### config.mk
export PLATFORM = sky130hd
export DESIGN_NAME = uart_echo_engine
export DESIGN_NICKNAME = d
export VERILOG_FILES = /design/src/rtl/uart_echo_engine.sv
export SDC_FILE = /design/constraint.sdc
export NUM_CORES = 1
export LEC_CHECK = 0
export ABC_AREA = 1
export BUFFER_PORTS_ARGS = -buffer_cell sky130_fd_sc_hd__buf_4
export CORE_MARGIN = 2
export CORE_UTILIZATION = 54
export CTS_CLUSTER_SIZE = 25
export DETAILED_ROUTE_END_ITERATION = 10
export PLACE_DENSITY = 0.78
export SYNTH_ARGS = -nofsm -noshare
export SYNTH_HDL_FRONTEND = slang
export SYNTH_SLANG_ARGS = --single-unit
### constraint.sdc
create_clock -name clk -period 2.1 [get_ports clk]
set_clock_uncertainty 0.2 [all_clocks]
set_input_delay 0.105 -clock clk [delete_from_list [all_inputs] [get_ports clk]]
set_output_delay 0.105 -clock clk [all_outputs]
set_load 0.005 [all_outputs]
### src/rtl/uart_echo_engine.sv
// Echo data path between the uart rx FIFO read port and tx FIFO write port.
// Pops one word at a time, optionally upper-cases it or expands CR to CR+LF, and counts pushes.
module uart_echo_engine #(
  parameter int unsigned DATA_WIDTH  = 8,
  parameter int unsigned CRLF_EXPAND = 1,
  parameter int unsigned UPPERCASE   = 0,
  parameter int unsigned COUNT_WIDTH = 16
) (
  input  logic                   clk,
  input  logic                   rst_n,
  input  logic                   enable,
  input  logic [DATA_WIDTH-1:0]  rx_data,
  input  logic                   rx_empty,
  output logic                   rx_read,
  output logic [DATA_WIDTH-1:0]  tx_data,
  input  logic                   tx_full,
  output logic                   tx_write,
  output logic                   busy,
  output logic [COUNT_WIDTH-1:0] echo_count
);

  localparam logic [DATA_WIDTH-1:0] CharCr   = DATA_WIDTH'(8'h0D);
  localparam logic [DATA_WIDTH-1:0] CharLf   = DATA_WIDTH'(8'h0A);
  localparam logic [DATA_WIDTH-1:0] CharLowA = DATA_WIDTH'(8'h61);
  localparam logic [DATA_WIDTH-1:0] CharLowZ = DATA_WIDTH'(8'h7A);
  localparam logic [DATA_WIDTH-1:0] CaseDiff = DATA_WIDTH'(8'h20);

  typedef enum logic [2:0] {
    StIdle,
    StPop,
    StWr,
    StWrWait,
    StWrWaitLf,
    StLf
  } state_e;

  state_e                  state_q;
  logic [DATA_WIDTH-1:0]   word_q;
  logic                    cr_q;

  function automatic logic [DATA_WIDTH-1:0] transform(input logic [DATA_WIDTH-1:0] w);
    if (UPPERCASE != 0 && w >= CharLowA && w <= CharLowZ) begin
      return w - CaseDiff;
    end
    return w;
  endfunction

  always_ff @(posedge clk or negedge rst_n) begin
    if (!rst_n) begin
      state_q    <= StIdle;
      word_q     <= '0;
      cr_q       <= 1'b0;
      rx_read    <= 1'b0;
      tx_write   <= 1'b0;
      tx_data    <= '0;
      busy       <= 1'b0;
      echo_count <= '0;
    end else begin
      rx_read  <= 1'b0;
      tx_write <= 1'b0;
      unique case (state_q)
        StIdle: begin
          if (enable && !rx_empty) begin
            word_q  <= rx_data;
            rx_read <= 1'b1;
            busy    <= 1'b1;
            state_q <= StPop;
          end
        end
        StPop: begin
          // CR detection uses the raw word, before any transform.
          cr_q    <= (CRLF_EXPAND != 0) && (word_q == CharCr);
          word_q  <= transform(word_q);
          state_q <= StWr;
        end
        StWr: begin
          if (!tx_full) begin
            tx_write <= 1'b1;
            tx_data  <= word_q;
            state_q  <= cr_q ? StWrWaitLf : StWrWait;
          end
        end
        StWrWait: begin
          if (echo_count != '1) echo_count <= echo_count + COUNT_WIDTH'(1);
          busy    <= 1'b0;
          state_q <= StIdle;
        end
        StWrWaitLf: begin
          if (echo_count != '1) echo_count <= echo_count + COUNT_WIDTH'(1);
          state_q <= StLf;
        end
        StLf: begin
          if (!tx_full) begin
            tx_write <= 1'b1;
            tx_data  <= CharLf;
            state_q  <= StWrWait;
          end
        end
        default: begin
          busy    <= 1'b0;
          state_q <= StIdle;
        end
      endcase
    end
  end

endmodule

; ---- Word-level counts from Yosys, hierarchy flattened
; Index checks and enable logic that the tools add are counted.
[totals]
elab_cells = 46
out_inout_bits = 27
ff_bits = 39
ram_bits = 0
rom_bits = 0
inputBits = 13
latch_bits = 0
n_memories = 0
[classes]
reduce_logical = 12
div = 0
order_cmp = 0
n_shift = 0
n_mux = 14
addsub = 1
bitwise_logic = 1
mul = 0
eq_ne = 10
[op_table]
columns = operator, n
row1 = adder 16 x 1 -> 16 bit (second input constant), 1
row2 = 2-to-1 mux 8 bit, 2
row3 = != test 16 bit (second input constant), 1
row4 = case mux 8 bit (2 select lines), 1
row5 = case mux 3 bit (5 select lines), 1
row6 = 2-to-1 mux 3 bit, 4
row7 = == test 8 x 4 -> 1 bit (second input constant), 1
row8 = == test 3 x 2 -> 1 bit (second input constant), 2
row9 = == test 3 bit (second input constant), 2
row10 = != test 2 bit (second input constant), 3
row11 = AND reduction 2 bit, 3
row12 = AND reduction 3 bit, 2
row13 = 2-to-1 mux 1 bit, 5
row14 = OR reduction 2 bit, 2
row15 = OR reduction 4 bit, 1
row16 = == test 3 x 1 -> 1 bit (second input constant), 1
row17 = zero test 3 bit, 1
row18 = case mux 1 bit (2 select lines), 1
row19 = nonzero test 2 bit, 1
row20 = logical AND 1 bit, 1
row21 = zero test 1 bit, 1
row22 = inverter 1 bit, 1

; ---- Longest topological paths before layout
; Gate-level depths: netlist of the first run.
[logic_depth]
word_depth = 4
ltp_mapped = 9
mapped_depth_nobuf = 8

; ---- Least setup slack after synthesis of the first run
; No wires, ideal clock.
[synth_timing]
kind = register to register
startpoint = register echo_count[0]
endpoint = register echo_count[5]
setup_ns = 0.117
arrival_ns = 1.383
required_time_ns = 1.783
period_less_slack_ns = 1.700
path_buffers = 1
slack_ns = 0.400
stages_incl_launch_ff = 9
path_cell_list = dfrtp_1 -> ha_1 -> nand3_2 -> inv_1 -> nand2_2 -> o21a_4 -> buf_6 -> nand2_1 -> nand2_1
[synth_between]
elab_chain_cells = 2
word_cells_on_any_way = 3
cone_classes = 1 x add/sub / 1 x eq/ne / 1 x reduce/logical
[synth_lines]
columns = element, line
row1 = "start, declared", 19  ; output logic [COUNT_WIDTH-1:0] echo_count
row2 = "start signal, assigned", 84  ; if (echo_count != '1) echo_count <= echo_count + COUNT_WIDTH'(1);
row3 = "start signal, assigned", 89  ; if (echo_count != '1) echo_count <= echo_count + COUNT_WIDTH'(1);
row4 = "parallel branches: the longest is 2 deep, another holds adder 16 x 1 -> 16 bit", n/a
; Several ways; the timed one is not identified.
; A chain may end at the register's enable or synchronous reset.

; ---- Final worst setup path of the first run
[layout_timing]
startpoint = register echo_count[0]
endpoint = register echo_count[3]
; The elaborated chain is that of the path after synthesis.

==> results of run 1 <==
-- metal layers --
layer / track usage / wire length (um) / up-vias
met1: 0.2720 / 1744 / 823
met3: 0.03767 / 206 / 7
met2: 0.3865 / 2091 / 52
met4: 0.09375 / 64 / 0
met5: 0 / 0 / -
li1: - / - / 930
-- stage by stage --
| step | cells | utilization | hold WS [ns] |
|---|---|---|---|
| 5_1_grt | 366 | 0.7001 | 0.06438 |
| 3_5_place_dp | 347 | 0.6464 | -0.09451 |
| 6_report | 366 | 0.7001 | 0.03597 |
| 4_1_cts | 366 | 0.7001 | 0.03814 |
| 2_1_floorplan | 263 | - | -0.3906 |
| 3_3_place_gp | 347 | 0.6464 | -0.09210 |
-- area by class of cell --
cell class                 instances  area, um2
multi-input combinational        197      929.6
fill                             325       1090
inverter                          24      90.09
tap                               48      60.06
sequential                        39      975.9
timing repair buffer              50      402.9
clock buffer                       6      72.57
clock inverter                     2      12.51
-- kinds of logic (layout without fill, tap and decap cells) --
logic type                 Yosys count  after routing  share of synthesized area
and+or+nand+nor                    167            167                     0.3533
DFF                                 39             39                     0.4809
buffers and inverters               27             82                    0.06103
AOI/OAI and AO/OA                   22             22                    0.06844
xor gates and xnor gates             7              7                    0.03021
adders and majority gates            1              1                   0.006164
-- report_power, final --
group,internal (uW),total (uW),switching (uW)
registers,966,1160,192
logic,361,774,413
clock network,232,494,262
-- state kept, by name, summed over array words and instances, names as in the netlist --
name        cells
echo_count     16
cr_q            1
busy            1
tx_data         8
word_q          8
tx_write        1
rx_read         1
state_q         3
-- cell usage after synthesis, types with 2 or more instances --
cell       n  share of area
xnor2_1    4          0.017
a21oi_1    2         0.0049
nor2_1    27          0.050
nand4_1    5          0.015
o21ai_0   15          0.037
inv_2      4         0.0074
nand3_2    2         0.0099
inv_1     20          0.037
xor2_1     3          0.013
buf_6      3          0.017
dfrtp_1   39           0.48
nand2_2    6          0.018
nor2_2     3         0.0092
nand2_1  107           0.20
nand3_1   13          0.032
nand2_4    2          0.011
-- final timing paths --
check | endpoint | slack (ns) | cells after the start
max | echo_count[3] | 0.37 | 7
max in group asynchronous | echo_count[0] | 1.25 | 2
max reg2reg | echo_count[3] | 0.37 | 7
min reg2reg | cr_q | 0.30 | 1
min | state_q[0] | 0.04 | 5
min in group asynchronous | echo_count[15] | 0.11 | 2
-- placed cells by master, fill, tap and decap left out, drive strengths merged --
master	netlist	routed
nand4	5	5
nor2	31	31
buf	3	39
clkbuf	0	6
nand3	15	15
clkinvlp	0	1
o21ai	16	16
dlygate4sd3	0	11
inv	24	24
nand2	115	115
o21a	1	1
nand3b	1	1
a31oi	1	1
clkinv	0	1
o31ai	1	1
xor2	3	3
a21oi	3	3
dfrtp	39	39
xnor2	4	4
ha	1	1
-- critical path: cells and delay by family, from the launching register on --
family / cells / cell delay [ns]
compound gates: 1 / 0.27
fa+ha+maj: 1 / 0.27
simple gates: 4 / 0.34
buf+inv: 1 / 0.09
flops: 1 / 0.44
-- repair_timing --
item | CTS | global route
endpoints found under the hold margin | 56 | 0
setup endpoints to repair | 0 | 0
hold buffers | 11 | 0
==> run_results.csv, run 1 <==
group,metric,value,unit
run_status,status,"completed",
layout,drive_gt1_frac,0.2107,
setup_path,crit_path_start,"echo_count[0]",
route,ant_nets,0,
logic_synthesis,yosysSeqAreaShare,0.4809,
global_route,grt_pass1_vias,1668,
placement,hpwl,2890,um
floorplanning,die_y,65.31,um
floorplanning,num_rows,22,
hold_path,hold_path_startpoint,"enable",
cts,cts_buffers,5,
logic_synthesis,syn_inst,263,
setup_path,start_kind,"flip-flop",
cts,cts_root_buf,"clkbuf_8",
timing,final_max_slew_viol_count,0,
setup_path,rr_startpoint,"echo_count[0]",
setup_path,path_class,"reg2reg",
placement,dpl-instance-area,0.002349,mm2
floorplanning,die_w,65.31,um
setup_path,crit_fanout,14,
power,ir_drop,0.0007274,V
logic_synthesis,syn_avg_cell_area,7.717,um2
cts,postCtsSetupRepairBufs,0,
route,vias,1812,
timing,fin_crit,1.727,ns
timing,rsz0062_at_grt,"false",
cts,h-tree-depth,2,
timing,setup_tns,0,ns
cts,ctsResizeCount,0,
setup_path,crit_top_cell,"nand2_1",
placement,place.gp.congestion,0.8142,
logic_synthesis,synth_nets,277,
placement,dp_slack,0.3750,ns
cts,clockBufferDepth,2,
route,wl_per_cell,11.22,um
logic_synthesis,synth_area,0.002029,mm2
cts,path_clk_slew,0.07,ns
timing,slew_headroom,0.6794,
route,first_pass_iters,4,
layout,area_delta_synth_final,25.34,%
layout,layout.nets,331,
layout,diodes,0,
global_route,grt_max_degree,40,
timing,min_period_over_period,0.8224,
layout,final_area,0.002544,mm2
setup_path,critical_path_required,2.09,ns
floorplanning,io_pins,40,
logic_synthesis,ys_ff_latch,39,
setup_path,crit_path_end_kind,"flip-flop",
placement,io_buffers,39,
setup_path,crit_path_cell_trace,"ha_1 > nand3_2 > inv_1 > nand2_2 > o21a_4 > nand2_1 > nand2_1",
power,power,2425,uW
route,vias_per_cell,4.951,
cts,cts_tree,"yes",
global_route,grt.overflow.total,0,
global_route,grt_pass1_wl,7245,um
timing,finalHoldViolCount,0,
timing,finalWorstSetupSlack,0.3729,ns
power,p_leak,0.001290,uW
hold_path,min_path_type,"in2reg",
floorplanning,start_util,0.5585,
setup_path,critPathMaxStageDelay,0.44,ns
logic_synthesis,ys_async_sr_fraction,1.000,
timing,finalSetupViolations,0,
logic_synthesis,yosysUniqueCellTypes,24,
global_route,grt_use_total,0.2221,
cts,clk_latency,0.29,ns
timing,max_freq,579.0,MHz
floorplanning,core,0.003633,mm2
logic_synthesis,yosysWarningCount,0,
global_route,antenna_found_initial,0,
flow_run,max_cap_viol_count,0,
cts,cts_sinks,39,
power,power_density,953.5,mW/mm2
setup_path,worst_ep_arrival_time,1.71,ns
timing,worst_pin_slew,0.4808,ns
route,drt_iter0_drc,135,
setup_path,cp_slowest_cell,"dfrtp_1",
route,drc,0,
route,drt_wl_total,4106,um
logic_synthesis,synth_edf_count,0,
logic_synthesis,synth_ff_type,"dfrtp_1",
floorplanning,dieArea,0.004265,mm2
Power figures use the tool's default switching activity.
==> inputs of run 2 (changes only) <==
==> constraint.sdc (replaced) <==
create_clock -name clk -period 1.8 [get_ports clk]
set_clock_uncertainty 0.2 [all_clocks]
set_input_delay 0.09 -clock clk [delete_from_list [all_inputs] [get_ports clk]]
set_output_delay 0.09 -clock clk [all_outputs]
set_load 0.005 [all_outputs]
==> run 2 against run 1 <==
Routed wire length up 7.8%. Count of clock-buffer cells in the layout up 1. Worst setup slack worse by 0.24 ns. First-iteration DRC count down 19%. Sequential cell count unchanged. Register-to-register slack worse by 0.24 ns. Critical path type unchanged. Critical endpoint is now tx_data[0].
==> run_results.csv, run 2 (same netlist as run 1, synthesis figures left out) <==
group,metric,value,unit
run_status,status,"completed",
timing,finalSetupViolations,0,
timing,final_max_slew_viol_count,0,
hold_path,whs_path_depth,5,
hold_path,min_path_type,"in2reg",
layout,layout_commonest_cell,"nand2_1",
hold_path,hold_path_end,"state_q[1]",
timing,max_freq,599.7,MHz
placement,place.gp.congestion,0.8470,
route,vias,1864,
route,vias_per_cell,4.997,
setup_path,reg2regPathDepth,7,
cts,cts_sinks,39,
cts,clockBufferDepth,2,
cts,h-tree-depth,2,
setup_path,critical_path_required,1.82,ns
setup_path,crit_path_end_kind,"flip-flop",
floorplanning,dieArea,0.004265,mm2
layout,diodes,0,
placement,hpwl,3054,um
global_route,antenna_found_initial,0,
route,first_pass_iters,4,
floorplanning,io_pins,40,
setup_path,cp_slowest_cell,"dfrtp_1",
setup_path,crit_fanout,15,
layout,final_area,0.002618,mm2
setup_path,crit_path_cell_trace,"inv_2 > nor2_2 > nand2_2 > a21oi_4 > buf_4 > nand3_2 > o21ai_2",
route,drt_iter0_drc,109,
layout,area_delta_synth_final,28.98,%
cts,path_clk_slew,0.07,ns
setup_path,critical_path_buf_inv_count,2,
hold_path,hold_path_startpoint,"enable",
placement,dpl-instance-area,0.002379,mm2
flow_run,max_cap_viol_count,0,
global_route,grt_pass1_vias,1789,
setup_path,reg2reg_slack,0.13,ns
global_route,grt_pass1_wl,7728,um
power,power_density,1137,mW/mm2
timing,min_period_over_period,0.9264,
floorplanning,die_y,65.31,um
floorplanning,die_w,65.31,um
layout,largestRegisters,"echo_count x16, tx_data x8, word_q x8",
timing,finalHoldViolCount,0,
layout,regMostFlops,"echo_count",
setup_path,regToRegEndpoint,"tx_data[0]",
setup_path,start_kind,"flip-flop",
layout,layout.nets,338,
power,ir_drop,0.0009076,V
power,p_leak,0.001335,uW
timing,fin_crit,1.667,ns
global_route,grt_use_total,0.2341,
timing,hold_ws,0.04332,ns
setup_path,cpLargestDelayFamily,"flip-flops",
placement,io_buffers,39,
timing,worst_pin_slew,0.5016,ns
route,drc,0,
route,drt_wl_total,4426,um
global_route,grt.overflow.total,0,
route,ant_nets,0,
timing,slew_headroom,0.6656,
layout,final_cell_mix,"nand2_1 (107), buf_4 (46), dfrtp_1 (39)",
floorplanning,core,0.003633,mm2
timing,setup_tns,0,ns
timing,rsz0062_at_grt,"false",
cts,cts_buffers,5,
floorplanning,num_rows,22,
setup_path,critPathMaxStageDelay,0.47,ns
layout,largest_reg_flops,16,
cts,clk_latency,0.29,ns
setup_path,rr_startpoint,"state_q[1]",
layout,drive_gt1_frac,0.2338,
setup_path,worst_ep_arrival_time,1.69,ns
floorplanning,start_util,0.5585,
layout,fillers,312,
cts,cts_tree,"yes",
global_route,grt_max_degree,40,
setup_path,path_class,"reg2reg",
cts,cts_root_buf,"clkbuf_8",
route,wl_per_cell,11.87,um
run 2: what timing repair did:
action | in CTS | in global routing
resized for setup | 0 | 1
endpoints found under the hold margin | 59 | 0
hold buffers | 11 | 0
buffers inserted | 0 | 3
setup endpoints to repair | 0 | 16
run 2: worst min-delay path: stages:
cell	delay, ns
buf_4	0.11
inv_1	0.05
o21ai_0	0.07
nand2_1	0.10
o21ai_0	0.08
run 2: area by class of cell:
type / count / area, um2 / share of cell area
clock buffers: 7 / 96.34 / 0.03681
inverters: 24 / 90.09 / 0.03442
well taps: 48 / 60.06 / 0.02294
multi-input cells: 197 / 932.1 / 0.3561
repair buffers: 57 / 455.4 / 0.1740
clock inverters: 1 / 7.507 / 0.002868
flip-flops and latches: 39 / 975.9 / 0.3728
run 2: layer usage:
metal / GRT usage / vias to the layer above / share of wire
met4: 0.07031 / 0 / 0.012
met1: 0.2670 / 873 / 0.42
met2: 0.4349 / 39 / 0.53
li1: - / 947 / -
met5: 0 / - / 0
met3: 0.05137 / 5 / 0.038
run 2: where the power goes:
group          internal [uW]  total (uW)  leakage, uW  switching, uW
registers               1130        1350     0.000512            225
clock network            348         656    0.0000505            308
logic                    460         969     0.000772            508
run 2: worst max-delay path by stage:
stage | startpoint | to | slack (ns) | depth (start not counted)
floorplan | echo_count[0] | echo_count[5] | 0.1 | 8
global placement | echo_count[1] | echo_count[3] | 0.14 | 7
detailed placement | echo_count[1] | echo_count[1] | 0.07 | 7
CTS | echo_count[1] | echo_count[2] | 0.06 | 7
global route | echo_count[1] | echo_count[14] | 0.03 | 8
finish | state_q[1] | tx_data[0] | 0.13 | 7
run 2: stage by stage:
step                worst slack, ns  total power, uW  std cells    util
floorplan                   0.09983             1908        263       -
global placement             0.1400             2259        351  0.6546
detailed placement          0.07346             2284        351  0.6546
CTS                         0.05879             2974        370  0.7135
global route                0.02819             3199        373  0.7204
finish                       0.1326             2976        373  0.7204
